File: src/rtl/trace_pkg.sv
// Shared definitions for the trace record transmitter.
//   - default field lengths and the record start marker
//   - state and phase encodings used by trace_tx_scheduler
// Optional feature macro: TRACE_TX_CHECKSUM_EN adds the CSUM state.
package trace_pkg;

  localparam int         PT_BYTES_DEF  = 4;
  localparam int         KEY_BYTES_DEF = 8;
  localparam int         CT_BYTES_DEF  = 4;
  localparam int         SAMPLES_DEF   = 1024;
  localparam int         ADDR_W_DEF    = 10;
  localparam logic [7:0] HDR_BYTE_DEF  = 8'hA5;

  // Wide enough for any field byte counter.
  localparam int         CNT_W         = 8;

  typedef enum logic [3:0] {
    ST_IDLE,
    ST_HDR,
    ST_PT,
    ST_KEY,
    ST_CT,
    ST_SAM_RD,
    ST_SAM,
`ifdef TRACE_TX_CHECKSUM_EN
    ST_CSUM,
`endif
    ST_DONE
  } state_t;

  // In byte states, SEND strobes the UART and WAIT holds until tx_done.
  // In ST_SAM_RD, SEND presents the address and WAIT captures the read data.
  typedef enum logic {
    PH_SEND,
    PH_WAIT
  } phase_t;

endpackage

File: src/rtl/trace_csum8.sv
// 8-bit modulo-256 accumulator.
//   clk, rst   : clock, synchronous active-high reset
//   clr        : zero the sum (has priority over add_en)
//   add_en     : add add_data into the sum this cycle
//   add_data   : byte to accumulate
//   sum_o      : current sum
module trace_csum8 (
  input  logic       clk,
  input  logic       rst,
  input  logic       clr,
  input  logic       add_en,
  input  logic [7:0] add_data,
  output logic [7:0] sum_o
);

  logic [7:0] sum_q, sum_d;

  always_comb begin
    sum_d = sum_q;
    if (clr)         sum_d = 8'h00;
    else if (add_en) sum_d = sum_q + add_data;
  end

  always_ff @(posedge clk) begin
    if (rst) sum_q <= 8'h00;
    else     sum_q <= sum_d;
  end

  assign sum_o = sum_q;

endmodule

File: src/rtl/trace_tx_scheduler.sv
// Sequences one measurement record onto a shared uart_tx:
//   HDR_BYTE, plaintext, key, ciphertext (each MSB byte first), then SAMPLES
//   bytes read from the trace memory, optionally followed by a checksum byte.
// Optional feature macro: TRACE_TX_CHECKSUM_EN appends the sum mod 256 of
//   every byte after the header.
// Ports:
//   clk, rst          : clock, synchronous active-high reset
//   start             : record request, accepted only in IDLE
//   pt_i/key_i/ct_i   : record fields, snapshotted on acceptance
//   mem_addr_o        : trace memory address (1-cycle synchronous read)
//   mem_data_i        : trace memory data
//   tx_dv_o/tx_byte_o : uart_tx byte strobe and byte
//   tx_done_i         : uart_tx byte completion
//   tx_active_i       : uart_tx busy, holds off the next strobe
//   busy              : record in progress (acceptance through DONE)
//   done              : 1-cycle pulse after the last byte is acknowledged
module trace_tx_scheduler
  import trace_pkg::*;
#(
  parameter int         PT_BYTES  = PT_BYTES_DEF,
  parameter int         KEY_BYTES = KEY_BYTES_DEF,
  parameter int         CT_BYTES  = CT_BYTES_DEF,
  parameter int         SAMPLES   = SAMPLES_DEF,
  parameter int         ADDR_W    = ADDR_W_DEF,
  parameter logic [7:0] HDR_BYTE  = HDR_BYTE_DEF
) (
  input  logic                   clk,
  input  logic                   rst,
  input  logic                   start,
  input  logic [PT_BYTES*8-1:0]  pt_i,
  input  logic [KEY_BYTES*8-1:0] key_i,
  input  logic [CT_BYTES*8-1:0]  ct_i,
  output logic [ADDR_W-1:0]      mem_addr_o,
  input  logic [7:0]             mem_data_i,
  output logic                   tx_dv_o,
  output logic [7:0]             tx_byte_o,
  input  logic                   tx_done_i,
  input  logic                   tx_active_i,
  output logic                   busy,
  output logic                   done
);

  localparam int FW = (PT_BYTES + KEY_BYTES + CT_BYTES) * 8;

  state_t            state_q, state_d;
  phase_t            phase_q, phase_d;
  logic [CNT_W-1:0]  cnt_q, cnt_d;
  logic [ADDR_W-1:0] idx_q, idx_d;
  logic [FW-1:0]     sr_q, sr_d;
  logic [7:0]        tx_byte_q, tx_byte_d;

  logic byte_state, send_fire;

  assign byte_state = (state_q == ST_HDR) || (state_q == ST_PT) || (state_q == ST_KEY) ||
                      (state_q == ST_CT)  || (state_q == ST_SAM)
`ifdef TRACE_TX_CHECKSUM_EN
                      || (state_q == ST_CSUM)
`endif
                      ;
  assign send_fire  = byte_state && (phase_q == PH_SEND) && !tx_active_i;

`ifdef TRACE_TX_CHECKSUM_EN
  logic [7:0] csum_sum;
  logic       csum_clr, csum_add;

  assign csum_clr = (state_q == ST_IDLE) && start;
  // Every strobed byte except the header and the checksum itself.
  assign csum_add = send_fire && (state_q != ST_HDR) && (state_q != ST_CSUM);

  trace_csum8 u_csum (
    .clk      (clk),
    .rst      (rst),
    .clr      (csum_clr),
    .add_en   (csum_add),
    .add_data (tx_byte_q),
    .sum_o    (csum_sum)
  );
`endif

  always_comb begin
    state_d   = state_q;
    phase_d   = phase_q;
    cnt_d     = cnt_q;
    idx_d     = idx_q;
    sr_d      = sr_q;
    tx_byte_d = tx_byte_q;

    case (state_q)
      ST_IDLE: begin
        if (start) begin
          sr_d      = {pt_i, key_i, ct_i};
          tx_byte_d = HDR_BYTE;
          cnt_d     = '0;
          idx_d     = '0;
          phase_d   = PH_SEND;
          state_d   = ST_HDR;
        end
      end

      ST_SAM_RD: begin
        if (phase_q == PH_SEND) begin
          phase_d = PH_WAIT;
        end else begin
          tx_byte_d = mem_data_i;
          phase_d   = PH_SEND;
          state_d   = ST_SAM;
        end
      end

      ST_DONE: begin
        phase_d = PH_SEND;
        state_d = ST_IDLE;
      end

      default: begin
        if (phase_q == PH_SEND) begin
          if (send_fire) phase_d = PH_WAIT;
        end else if (tx_done_i) begin
          phase_d = PH_SEND;
          // sr_q's top byte is always the next field byte to go out.
          case (state_q)
            ST_HDR: begin
              state_d   = ST_PT;
              cnt_d     = '0;
              tx_byte_d = sr_q[FW-1 -: 8];
              sr_d      = sr_q << 8;
            end
            ST_PT: begin
              tx_byte_d = sr_q[FW-1 -: 8];
              sr_d      = sr_q << 8;
              if (cnt_q == CNT_W'(PT_BYTES - 1)) begin
                state_d = ST_KEY;
                cnt_d   = '0;
              end else begin
                cnt_d   = cnt_q + 1'b1;
              end
            end
            ST_KEY: begin
              tx_byte_d = sr_q[FW-1 -: 8];
              sr_d      = sr_q << 8;
              if (cnt_q == CNT_W'(KEY_BYTES - 1)) begin
                state_d = ST_CT;
                cnt_d   = '0;
              end else begin
                cnt_d   = cnt_q + 1'b1;
              end
            end
            ST_CT: begin
              if (cnt_q == CNT_W'(CT_BYTES - 1)) begin
                state_d = ST_SAM_RD;
                cnt_d   = '0;
                idx_d   = '0;
              end else begin
                tx_byte_d = sr_q[FW-1 -: 8];
                sr_d      = sr_q << 8;
                cnt_d     = cnt_q + 1'b1;
              end
            end
            ST_SAM: begin
              // Leave on the last index so the address never wraps inside a record.
              if (idx_q == ADDR_W'(SAMPLES - 1)) begin
`ifdef TRACE_TX_CHECKSUM_EN
                state_d   = ST_CSUM;
                tx_byte_d = csum_sum;
`else
                state_d   = ST_DONE;
`endif
              end else begin
                idx_d   = idx_q + 1'b1;
                state_d = ST_SAM_RD;
              end
            end
            default: state_d = ST_DONE;
          endcase
        end
      end
    endcase
  end

  always_ff @(posedge clk) begin
    if (rst) begin
      state_q   <= ST_IDLE;
      phase_q   <= PH_SEND;
      cnt_q     <= '0;
      idx_q     <= '0;
      sr_q      <= '0;
      tx_byte_q <= 8'h00;
    end else begin
      state_q   <= state_d;
      phase_q   <= phase_d;
      cnt_q     <= cnt_d;
      idx_q     <= idx_d;
      sr_q      <= sr_d;
      tx_byte_q <= tx_byte_d;
    end
  end

  // Gated by rst so an abort issues no strobe in the reset cycle itself.
  assign tx_dv_o    = send_fire && !rst;
  assign tx_byte_o  = tx_byte_q;
  assign mem_addr_o = idx_q;
  assign busy       = (state_q != ST_IDLE);
  assign done       = (state_q == ST_DONE);

endmodule

File: config.mk
export PLATFORM = sky130hd
export DESIGN_NAME = trace_tx_scheduler
export DESIGN_NICKNAME = d
export VERILOG_FILES = /design/src/rtl/trace_pkg.sv /design/src/rtl/trace_csum8.sv /design/src/rtl/trace_tx_scheduler.sv
export SDC_FILE = /design/constraint.sdc
export NUM_CORES = 1
export LEC_CHECK = 0
export ABC_CLOCK_PERIOD_IN_PS = 3800
export CELL_PAD_IN_SITES_DETAIL_PLACEMENT = 1
export CELL_PAD_IN_SITES_GLOBAL_PLACEMENT = 2
export CORE_ASPECT_RATIO = 1.4
export CORE_MARGIN = 3
export CORE_UTILIZATION = 38
export DETAILED_ROUTE_END_ITERATION = 10
export DONT_BUFFER_PORTS = 1
export PLACE_DENSITY = 0.87
export SLEW_MARGIN = 0
export SYNTH_ARGS = -nofsm -noshare
export SYNTH_HDL_FRONTEND = slang
export SYNTH_SLANG_ARGS = --single-unit
File: constraint.sdc
create_clock -name clk -period 3.8 [get_ports clk]
set_clock_uncertainty 0.15 [all_clocks]
set_input_delay 0.76 -clock clk [delete_from_list [all_inputs] [get_ports clk]]
set_output_delay 0.76 -clock clk [all_outputs]
set_load 0.005 [all_outputs]
==> results.sh, run 1 <==
export IMPL_status="completed"
export IMPL_cp_depth=6
export IMPL_fin_crit_ns=3.14
export IMPL_synth_fp_nets=1082
export IMPL_antenna_found_initial=0
export IMPL_hold_viol=0
export IMPL_post_drt_via_cell_ratio=5.66
export IMPL_holdPathStages=1
export IMPL_synth_seq_cells=158
export IMPL_synth_cell_types=55
export IMPL_drc=0
export IMPL_path_cells="buf_4 -> or3b_1 -> nor4_4 -> nor2_4 -> buf_4 -> a311oi_1"
export IMPL_num_vias=6464
export IMPL_yosysMostFrequentCell="nand2_1"
export IMPL_hold_class="in2reg"
export IMPL_grt_use_total_pct=20.2
export IMPL_p_per_area_nw_per_um2=795
export IMPL_p_leak_nw=2.81
export IMPL_ys_warnings_count=0
export IMPL_crit_path_top_delay_cell="nor4_4"
export IMPL_max_stage_delay_ns=0.61
export IMPL_worst_pin_slew_ns=1.15
export IMPL_rr_worst_depth=6
export IMPL_crit_family="simple AND/OR/NAND/NOR gates"
export IMPL_worstSetupStartpointType="flop"
export IMPL_stdcell_count=1142
export IMPL_final_setup_viol_count=0
export IMPL_syn_avg_cell_area_um2=7.69
export IMPL_synth_top_cell_area_share_pct=43.8
export IMPL_crit_type="reg2reg"
export IMPL_clock_sinks=158
export IMPL_fin_ws_ns=0.659
export IMPL_wirelength_um=20900
export IMPL_core_region_area_um2=18600
export IMPL_wl_per_cell_um=18.3
export IMPL_cts_root_buf="clkbuf_16"
export IMPL_ant_nets=0
export IMPL_num_io_pins=162
export IMPL_dr_pass1_iters=6
export IMPL_peakVddDrop_v=0.000344
export IMPL_rsz0062_at_grt="false"
export IMPL_fillers=2296
export IMPL_grt_max_degree=154
export IMPL_area_growth_pct=9.53
export IMPL_crit_top_cell="buf_4"
export IMPL_drt_iter0_drc=393
export IMPL_die_h_um=169
export IMPL_ys_seq_area_share_pct=43.8
export IMPL_end_kind="flop"
export IMPL_max_slew_margin_pct=23.2
export IMPL_path_clk_slew_ns=0.06
export IMPL_cts_htree_levels=4
export IMPL_insertion_delay_ns=0.41
export IMPL_syn_area_um2=7220
export IMPL_synth_area_leader_cell="dfxtp_1"
export IMPL_place_inst=1110
export IMPL_cts_buffer_depth=2
export IMPL_synthTopCellsByCount="nand2_1 (269), dfxtp_1 (158), nor2_1 (140)"
export IMPL_holdWs_ns=0.259
export IMPL_row_count=59
export IMPL_cp_arrival_ns=3.31
export IMPL_start_util_pct=38.8
export IMPL_dieWidth_um=122
export IMPL_grt_pass1_wl_um=34100
export IMPL_cp_max_fo=51
export IMPL_gp_congestion=0.812
export IMPL_synth_async_reset_ratio_pct=0
export IMPL_min_period_over_period_pct=82.7
export IMPL_cts_tree="built"
export IMPL_fin_tns_setup_ns=0
export IMPL_n_antenna_cell=0
export IMPL_portBuffers=0
export IMPL_overflow=0
export IMPL_fmax_mhz=318
export IMPL_cts_buffers=17
export IMPL_drive_gt1_share_pct=5.79
export IMPL_synth_flop_cell="dfxtp_1"
export IMPL_synth_area_top_cells="dfxtp_1 (44%), a311oi_1 (15%), nand2_1 (14%), nor2_1 (7.3%), clkbuf_1 (3.0%)"
export IMPL_slew_violations=0
export IMPL_path_buf_inv=2
export IMPL_cts_resized=0
export IMPL_cp_required_ns=3.97
export IMPL_final_nets=1028
export IMPL_place_ws_ns=0.580
export IMPL_synth_edf_count=0
export IMPL_synth_cells=939
export IMPL_design_die_area_um2=20700
export IMPL_maxCapViolCount=0
export IMPL_dp_hpwl_um=13700
export IMPL_grt_pass1_vias=6587
export IMPL_cts_hold_buffers=0
export IMPL_cts_setup_buffers=0
-- per-layer routing --
metal	GRT usage, %	wire [um]	up-vias
li1	-	-	3231
met1	25.3	9280	3093
met2	34.4	10400	127
met3	5.15	1050	13
met4	5.46	228	0
met5	0	0	-
-- cells by family (layout without fill, tap and decap cells) --
kind of cell    after synthesis  count (layout)  share of synthesized area, %
buf+inv                      94              53                          5.34
xor+xnor                      3               3                         0.364
simple gates                471             471                          27.2
compound gates              209             209                          22.7
fa+ha+maj                     3               3                         0.485
flops                       158             158                          43.8
mux                           1               1                         0.139
-- state kept, by name, summed over array words and instances (netlist names) --
signal	count
tx_byte_o	8
phase_q	1
sr_q	128
mem_addr_o	10
cnt_q	8
state_q	3
-- report_power, final --
| group | switching, mW | internal [mW] | leakage, nW |
|---|---|---|---|
| combinational | 1.44 | 0.677 | 1.22 |
| clock | 0.694 | 1.10 | 0.287 |
| sequential | 0.278 | 2.10 | 1.30 |
-- worst register-to-register path, delay by kind of cell, from the launching register on --
kind	cells	cell delay, ns
buffers and inverters	2	0.69
and+or+nand+nor	3	1.41
DFF	1	0.52
AOI/OAI and AO/OA	1	0.28
-- cells in the final DEF, fill, tap and decap left out, types with 4 or more instances in the layout --
cell type,Yosys,final
clkbuf_1,58,4
or3_1,4,4
a2111oi_0,4,4
o21ai_0,17,17
nor2_1,140,139
nand2_1,269,269
nor3_1,11,11
bufinv_16,0,4
and3_1,5,5
a311oi_1,124,124
inv_1,9,9
nand3_1,17,17
o22ai_1,4,4
dfxtp_1,158,158
clkbuf_16,0,17
buf_4,0,9
o2111ai_1,4,4
a21oi_1,33,33
-- worst paths after layout --
kind / startpoint / endpoint / slack (ns)
hold / removal: rst / sr_q[66] / 0.26
setup reg to reg: state_q[2] / sr_q[20] / 0.66
setup / recovery: state_q[2] / sr_q[20] / 0.66
hold reg to reg: sr_q[3] / sr_q[3] / 0.31
-- final cells by class --
type	count	area (um^2)	area share, %
well taps	244	305	3.86
repair buffers	11	108	1.36
flip-flops and latches	158	3160	40.0
multi-input cells	687	3680	46.6
clock inverters	11	166	2.10
inverters	10	40.0	0.506
clock buffers	21	440	5.57
-- through the flow --
step / util [%] / cell area (um^2) / total power [mW]
3_3_place_gp: 39.2 / 7300 / 4.49
2_1_floorplan: - / 7220 / 4.06
3_5_place_dp: 39.2 / 7300 / 4.55
4_1_cts: 42.5 / 7910 / 6.36
5_1_grt: 42.5 / 7910 / 6.79
6_report: 42.5 / 7910 / 6.28
No activity file was read; power rests on OpenSTA's default activity.
==> inputs of run 2 (changes only) <==
--- a/config.mk
+++ b/config.mk
@@ -5,15 +5,15 @@
 export SDC_FILE = /design/constraint.sdc
 export NUM_CORES = 1
 export LEC_CHECK = 0
-export ABC_CLOCK_PERIOD_IN_PS = 3800
+export ABC_CLOCK_PERIOD_IN_PS = 2900
 export CELL_PAD_IN_SITES_DETAIL_PLACEMENT = 1
 export CELL_PAD_IN_SITES_GLOBAL_PLACEMENT = 2
 export CORE_ASPECT_RATIO = 1.4
 export CORE_MARGIN = 3
-export CORE_UTILIZATION = 38
+export CORE_UTILIZATION = 36
 export DETAILED_ROUTE_END_ITERATION = 10
 export DONT_BUFFER_PORTS = 1
-export PLACE_DENSITY = 0.87
+export PLACE_DENSITY = 0.83
 export SLEW_MARGIN = 0
 export SYNTH_ARGS = -nofsm -noshare
 export SYNTH_HDL_FRONTEND = slang
==> constraint.sdc (replaced) <==
create_clock -name clk -period 2.9 [get_ports clk]
set_clock_uncertainty 0.15 [all_clocks]
set_input_delay 0.58 -clock clk [delete_from_list [all_inputs] [get_ports clk]]
set_output_delay 0.58 -clock clk [all_outputs]
set_load 0.005 [all_outputs]
==> run 2 against run 1 <==
Setup slack lost 0.44 ns. Critical path type is now reg2out. Register-to-register slack lost 0.41 ns. Via count grew 1.2%. Critical path depth down 3. Sequential power is 32% higher. Utilization decreased by 1.5 points. Hold slack got worse by 0.18 ns. First-iteration DRC count up 6.9%. Die area rose by 5.3%.
==> results.sh, run 2 (synthesis gave the netlist of run 1 again) <==
export IMPL_fmax_mhz=374
export IMPL_area_sequential_um2=3160
export IMPL_fin_ws_ns=0.223
export IMPL_row_count=60
export IMPL_cp_max_fo=129
export IMPL_min_period_over_period_pct=92.3
export IMPL_dr_pass1_iters=4
export IMPL_grt_max_degree=154
export IMPL_ant_nets=0
export IMPL_path_clk_slew_ns=0.06
export IMPL_rsz0062_at_grt="false"
export IMPL_cts_tree="built"
export IMPL_num_io_pins=162
export IMPL_cts_resized=0
export IMPL_gp_congestion=0.817
export IMPL_hold_path_end="tx_byte_o[7]"
export IMPL_p_per_area_nw_per_um2=1020
export IMPL_final_nets=1036
export IMPL_final_util_pct=41.0
export IMPL_portBuffers=0
export IMPL_num_vias=6543
export IMPL_drive_gt1_share_pct=7.06
export IMPL_final_common_cell="nand2_1"
export IMPL_hold_viol=0
export IMPL_cts_hold_buffers=0
export IMPL_core_region_area_um2=19400
export IMPL_dieWidth_um=126
export IMPL_fin_crit_ns=2.68
export IMPL_worstHoldStart="rst"
export IMPL_p_leak_nw=2.86
export IMPL_dp_hpwl_um=13800
export IMPL_wirelength_um=20900
export IMPL_design_die_area_um2=21800
export IMPL_cts_root_buf="clkbuf_16"
export IMPL_grt_pass1_vias=6514
export IMPL_holdPathStages=1
export IMPL_r2r_end="sr_q[101]"
export IMPL_antenna_found_initial=0
export IMPL_largest_register="sr_q"
export IMPL_fin_tns_setup_ns=0
export IMPL_layout_common_cells="nand2_1 (269), dfxtp_1 (158), nor2_1 (139), a311oi_1 (124), a21oi_1 (33)"
export IMPL_start_util_pct=37.1
export IMPL_status="completed"
export IMPL_path_cells="nor3_4 -> buf_12 -> nor3_1"
export IMPL_maxCapViolCount=0
export IMPL_max_slew_margin_pct=46.7
export IMPL_largest_reg_flops=128
export IMPL_drt_iter0_drc=420
export IMPL_hold_class="in2reg"
export IMPL_cts_htree_levels=4
export IMPL_slew_violations=0
export IMPL_worst_pin_slew_ns=0.798
export IMPL_clock_sinks=158
export IMPL_reg2reg_from="state_q[0]"
export IMPL_cp_arrival_ns=1.95
export IMPL_cts_setup_buffers=0
export IMPL_fillers=2392
export IMPL_overflow=0
export IMPL_grt_use_total_pct=19.1
export IMPL_cp_required_ns=2.17
export IMPL_grt_pass1_wl_um=34300
export IMPL_p_total_mw=8.18
export IMPL_area_growth_pct=10.5
export IMPL_cts_buffers=17
export IMPL_worstSetupStartpointType="flop"
export IMPL_drc=0
export IMPL_end_kind="primary output"
export IMPL_post_drt_via_cell_ratio=5.66
export IMPL_max_stage_delay_ns=0.84
export IMPL_insertion_delay_ns=0.41
export IMPL_crit_path_top_delay_cell="dfxtp_1"
export IMPL_r2r_setup_slack_ns=0.25
export IMPL_peakVddDrop_v=0.000638
export IMPL_place_ws_ns=0.327
export IMPL_wl_per_cell_um=18.1
export IMPL_multiInputGateArea_um2=3680
export IMPL_crit_type="reg2out"
export IMPL_final_setup_viol_count=0
export IMPL_die_h_um=174
export IMPL_cts_buffer_depth=2
export IMPL_rr_worst_depth=8
[run 2: critical path: cells and delay by family (launching register included)]
kind,cells,cell delay [ns]
AND/OR/NAND/NOR,2,0.41
flip-flops,1,0.84
buffers and inverters,1,0.26
[run 2: per-stage QoR]
step           instances  instance area (um^2)  hold slack [ns]
6_report            1155                  7980           0.0833
3_3_place_gp        1122                  7420            0.285
3_5_place_dp        1122                  7420            0.292
4_1_cts             1154                  7980           0.0698
2_1_floorplan        939                  7220            0.282
5_1_grt             1154                  7980           0.0583
[run 2: layout make-up]
| cell class | count | share of cell area [%] |
|---|---|---|
| diodes | 1 | 0.0314 |
| clock buffers | 17 | 5.33 |
| clock inverters | 15 | 1.68 |
| inverters | 10 | 0.502 |
| multi-input cells | 687 | 46.2 |
| flip-flops and latches | 158 | 39.6 |
| well taps | 248 | 3.89 |
| repair buffers | 19 | 2.73 |
[run 2: power by group]
part,switching [mW],internal [mW]
Sequential,0.375,2.75
Clock,0.965,1.19
Combinational,1.92,0.972
[run 2: metal layers]
metal | up-vias | part of all wire (%) | global-route usage, %
met1 | 3137 | 44 | 24.1
met3 | 13 | 5.4 | 4.53
li1 | 3245 | - | -
met2 | 148 | 49 | 32.8
met4 | 0 | 1.1 | 4.48
met5 | - | 0 | 0
[run 2: worst max-delay path by stage]
stage / cells after the start / from / endpoint
after global routing: 8 / state_q[0] / sr_q[101]
after CTS: 3 / state_q[0] / tx_dv_o
after global placement: 8 / state_q[0] / sr_q[124]
final: 3 / state_q[0] / tx_dv_o
after detailed placement: 8 / state_q[0] / sr_q[116]
after floorplan: 7 / tx_done_i / sr_q[10]
==> inputs of run 3 (changes only) <==
--- a/config.mk
+++ b/config.mk
@@ -6,9 +6,10 @@
 export NUM_CORES = 1
 export LEC_CHECK = 0
 export ABC_CLOCK_PERIOD_IN_PS = 2900
+export CAP_MARGIN = 20
 export CELL_PAD_IN_SITES_DETAIL_PLACEMENT = 1
 export CELL_PAD_IN_SITES_GLOBAL_PLACEMENT = 2
-export CORE_ASPECT_RATIO = 1.4
+export CORE_ASPECT_RATIO = 1.25
 export CORE_MARGIN = 3
 export CORE_UTILIZATION = 36
 export DETAILED_ROUTE_END_ITERATION = 10
==> run 3 against run 2 <==
Via count decreased by 0.52%. Routed wire length grew 4.0%. Sequential power hardly changed. Setup slack got worse by 0.081 ns. Flip-flop and latch count did not move. Cell area up 0.47%. Critical endpoint unchanged.
==> results.sh, run 3 (synthesis gave the netlist of run 1 again) <==
export IMPL_status="completed"
export IMPL_end_kind="primary output"
export IMPL_crit_top_cell="buf_4"
export IMPL_largest_register="sr_q"
export IMPL_p_switching_mw=3.36
export IMPL_crit_family="buffers and inverters"
export IMPL_cts_buffers=17
export IMPL_p_int_mw=5.07
export IMPL_largest_reg_flops=128
export IMPL_top_usage_layer="met2"
export IMPL_clock_sinks=158
export IMPL_gp_congestion=0.819
export IMPL_use_met2_pct=31.3
export IMPL_row_count=57
export IMPL_path_clk_slew_ns=0.07
export IMPL_cts_buffer_depth=2
export IMPL_start_util_pct=36.9
export IMPL_cp_required_ns=2.17
export IMPL_max_slew_margin_pct=45.3
export IMPL_final_setup_viol_count=0
export IMPL_design_die_area_um2=21800
export IMPL_layout_common_cells="nand2_1 (269), dfxtp_1 (158), nor2_1 (139), a311oi_1 (124), a21oi_1 (33)"
export IMPL_p_leak_nw=2.86
export IMPL_grt_pass1_vias=6400
export IMPL_area_growth_pct=11.0
export IMPL_path_buf_inv=3
export IMPL_core_region_area_um2=19500
export IMPL_fin_crit_ns=2.76
export IMPL_peakVddDrop_v=0.000393
export IMPL_crit_path_top_delay_cell="nor3_4"
export IMPL_cts_htree_levels=4
export IMPL_fin_tns_setup_ns=0
export IMPL_num_vias=6509
export IMPL_drt_iter0_drc=367
export IMPL_place_inst=1136
export IMPL_max_stage_delay_ns=0.42
export IMPL_final_nets=1035
export IMPL_ant_nets=0
export IMPL_dp_hpwl_um=13600
export IMPL_stdcell_count=1170
export IMPL_cts_tree="built"
export IMPL_fmax_mhz=363
export IMPL_multiInputGateArea_um2=3680
export IMPL_p_comb_share_pct=35.1
export IMPL_post_drt_via_cell_ratio=5.56
export IMPL_power_frac_seq_pct=36.8
export IMPL_dr_pass1_iters=4
export IMPL_area_sequential_um2=3160
export IMPL_hold_class="in2reg"
export IMPL_p_per_area_nw_per_um2=1050
export IMPL_wl_per_cell_um=18.6
export IMPL_crit_type="reg2out"
export IMPL_met3_usage_pct=4.01
export IMPL_grt_pass1_wl_um=33600
export IMPL_dpl_cell_area_um2=7380
export IMPL_fillers=2413
export IMPL_portBuffers=0
export IMPL_p_total_mw=8.43
export IMPL_cp_arrival_ns=2.03
export IMPL_holdWs_ns=0.0835
export IMPL_hold_viol=0
export IMPL_worstSetupStartpointType="flop"
export IMPL_antenna_found_initial=0
export IMPL_overflow=0
export IMPL_die_h_um=164
export IMPL_drive_gt1_share_pct=6.85
export IMPL_dieWidth_um=133
export IMPL_swShare_pct=39.9
export IMPL_cts_setup_buffers=0
export IMPL_drc=0
export IMPL_insertion_delay_ns=0.43
export IMPL_final_area_um2=8020
export IMPL_slew_violations=0
export IMPL_grt_use_total_pct=18.9
export IMPL_path_cells="buf_4 -> nor3_4 -> clkbuf_16 -> nor3_1 -> buf_4"
export IMPL_wirelength_um=21700
export IMPL_worst_pin_slew_ns=0.821
export IMPL_rsz0062_at_grt="false"
export IMPL_cp_max_fo=33
export IMPL_grt_max_degree=154
export IMPL_final_common_cell="nand2_1"
export IMPL_n_antenna_cell=0
export IMPL_cts_root_buf="clkbuf_16"
export IMPL_min_period_over_period_pct=95.1
export IMPL_clock_power_share_pct=28.0
export IMPL_cts_hold_buffers=0
export IMPL_maxCapViolCount=0
export IMPL_num_io_pins=162
export IMPL_grt_util_met1_pct=24.6
-- run 3: layout make-up --
cell class	instances	share of cell area (%)
timing repair buffer	18	2.31
clock inverter	14	2.26
inverter	10	0.500
sequential	158	39.5
clock buffer	18	5.35
multi-input combinational	687	46.0
tap	265	4.14
-- run 3: worst paths after layout --
path	startpoint	to	slack, ns	cells after the start
min reg2reg	sr_q[0]	sr_q[0]	0.31	2
max reg2reg	state_q[1]	sr_q[67]	0.32	7
max	state_q[2]	tx_dv_o	0.14	5
min	rst	tx_byte_o[7]	0.08	1
-- run 3: routing by layer --
layer | wire length, um | vias to the layer above
met2 | 10500 | 136
met3 | 968 | 24
met5 | 0 | -
li1 | - | 3247
met1 | 9890 | 3102
met4 | 371 | 0
-- run 3: metrics by stage --
stage          setup WS [ns]  util (%)
5_1_grt               0.0378      41.0
2_1_floorplan          0.616         -
4_1_cts               0.0391      40.9
6_report               0.142      41.0
3_5_place_dp           0.364      37.8
3_3_place_gp           0.403      37.8
-- run 3: power groups by stage --
stage | logic [mW] | clock network [mW] | registers, mW
5_1_grt | 3.39 | 2.50 | 3.18
2_1_floorplan | 2.30 | 0 | 3.02
3_3_place_gp | 2.79 | 0 | 3.14
3_5_place_dp | 2.86 | 0 | 3.15
6_report | 2.96 | 2.36 | 3.10
4_1_cts | 2.88 | 2.42 | 3.11
-- run 3: repair_timing --
| action | 4_1_cts | 5_1_grt |
|---|---|---|
| gates resized for setup | 0 | 1 |
| setup endpoints to repair | 0 | 1 |
| hold endpoints to repair | 0 | 0 |
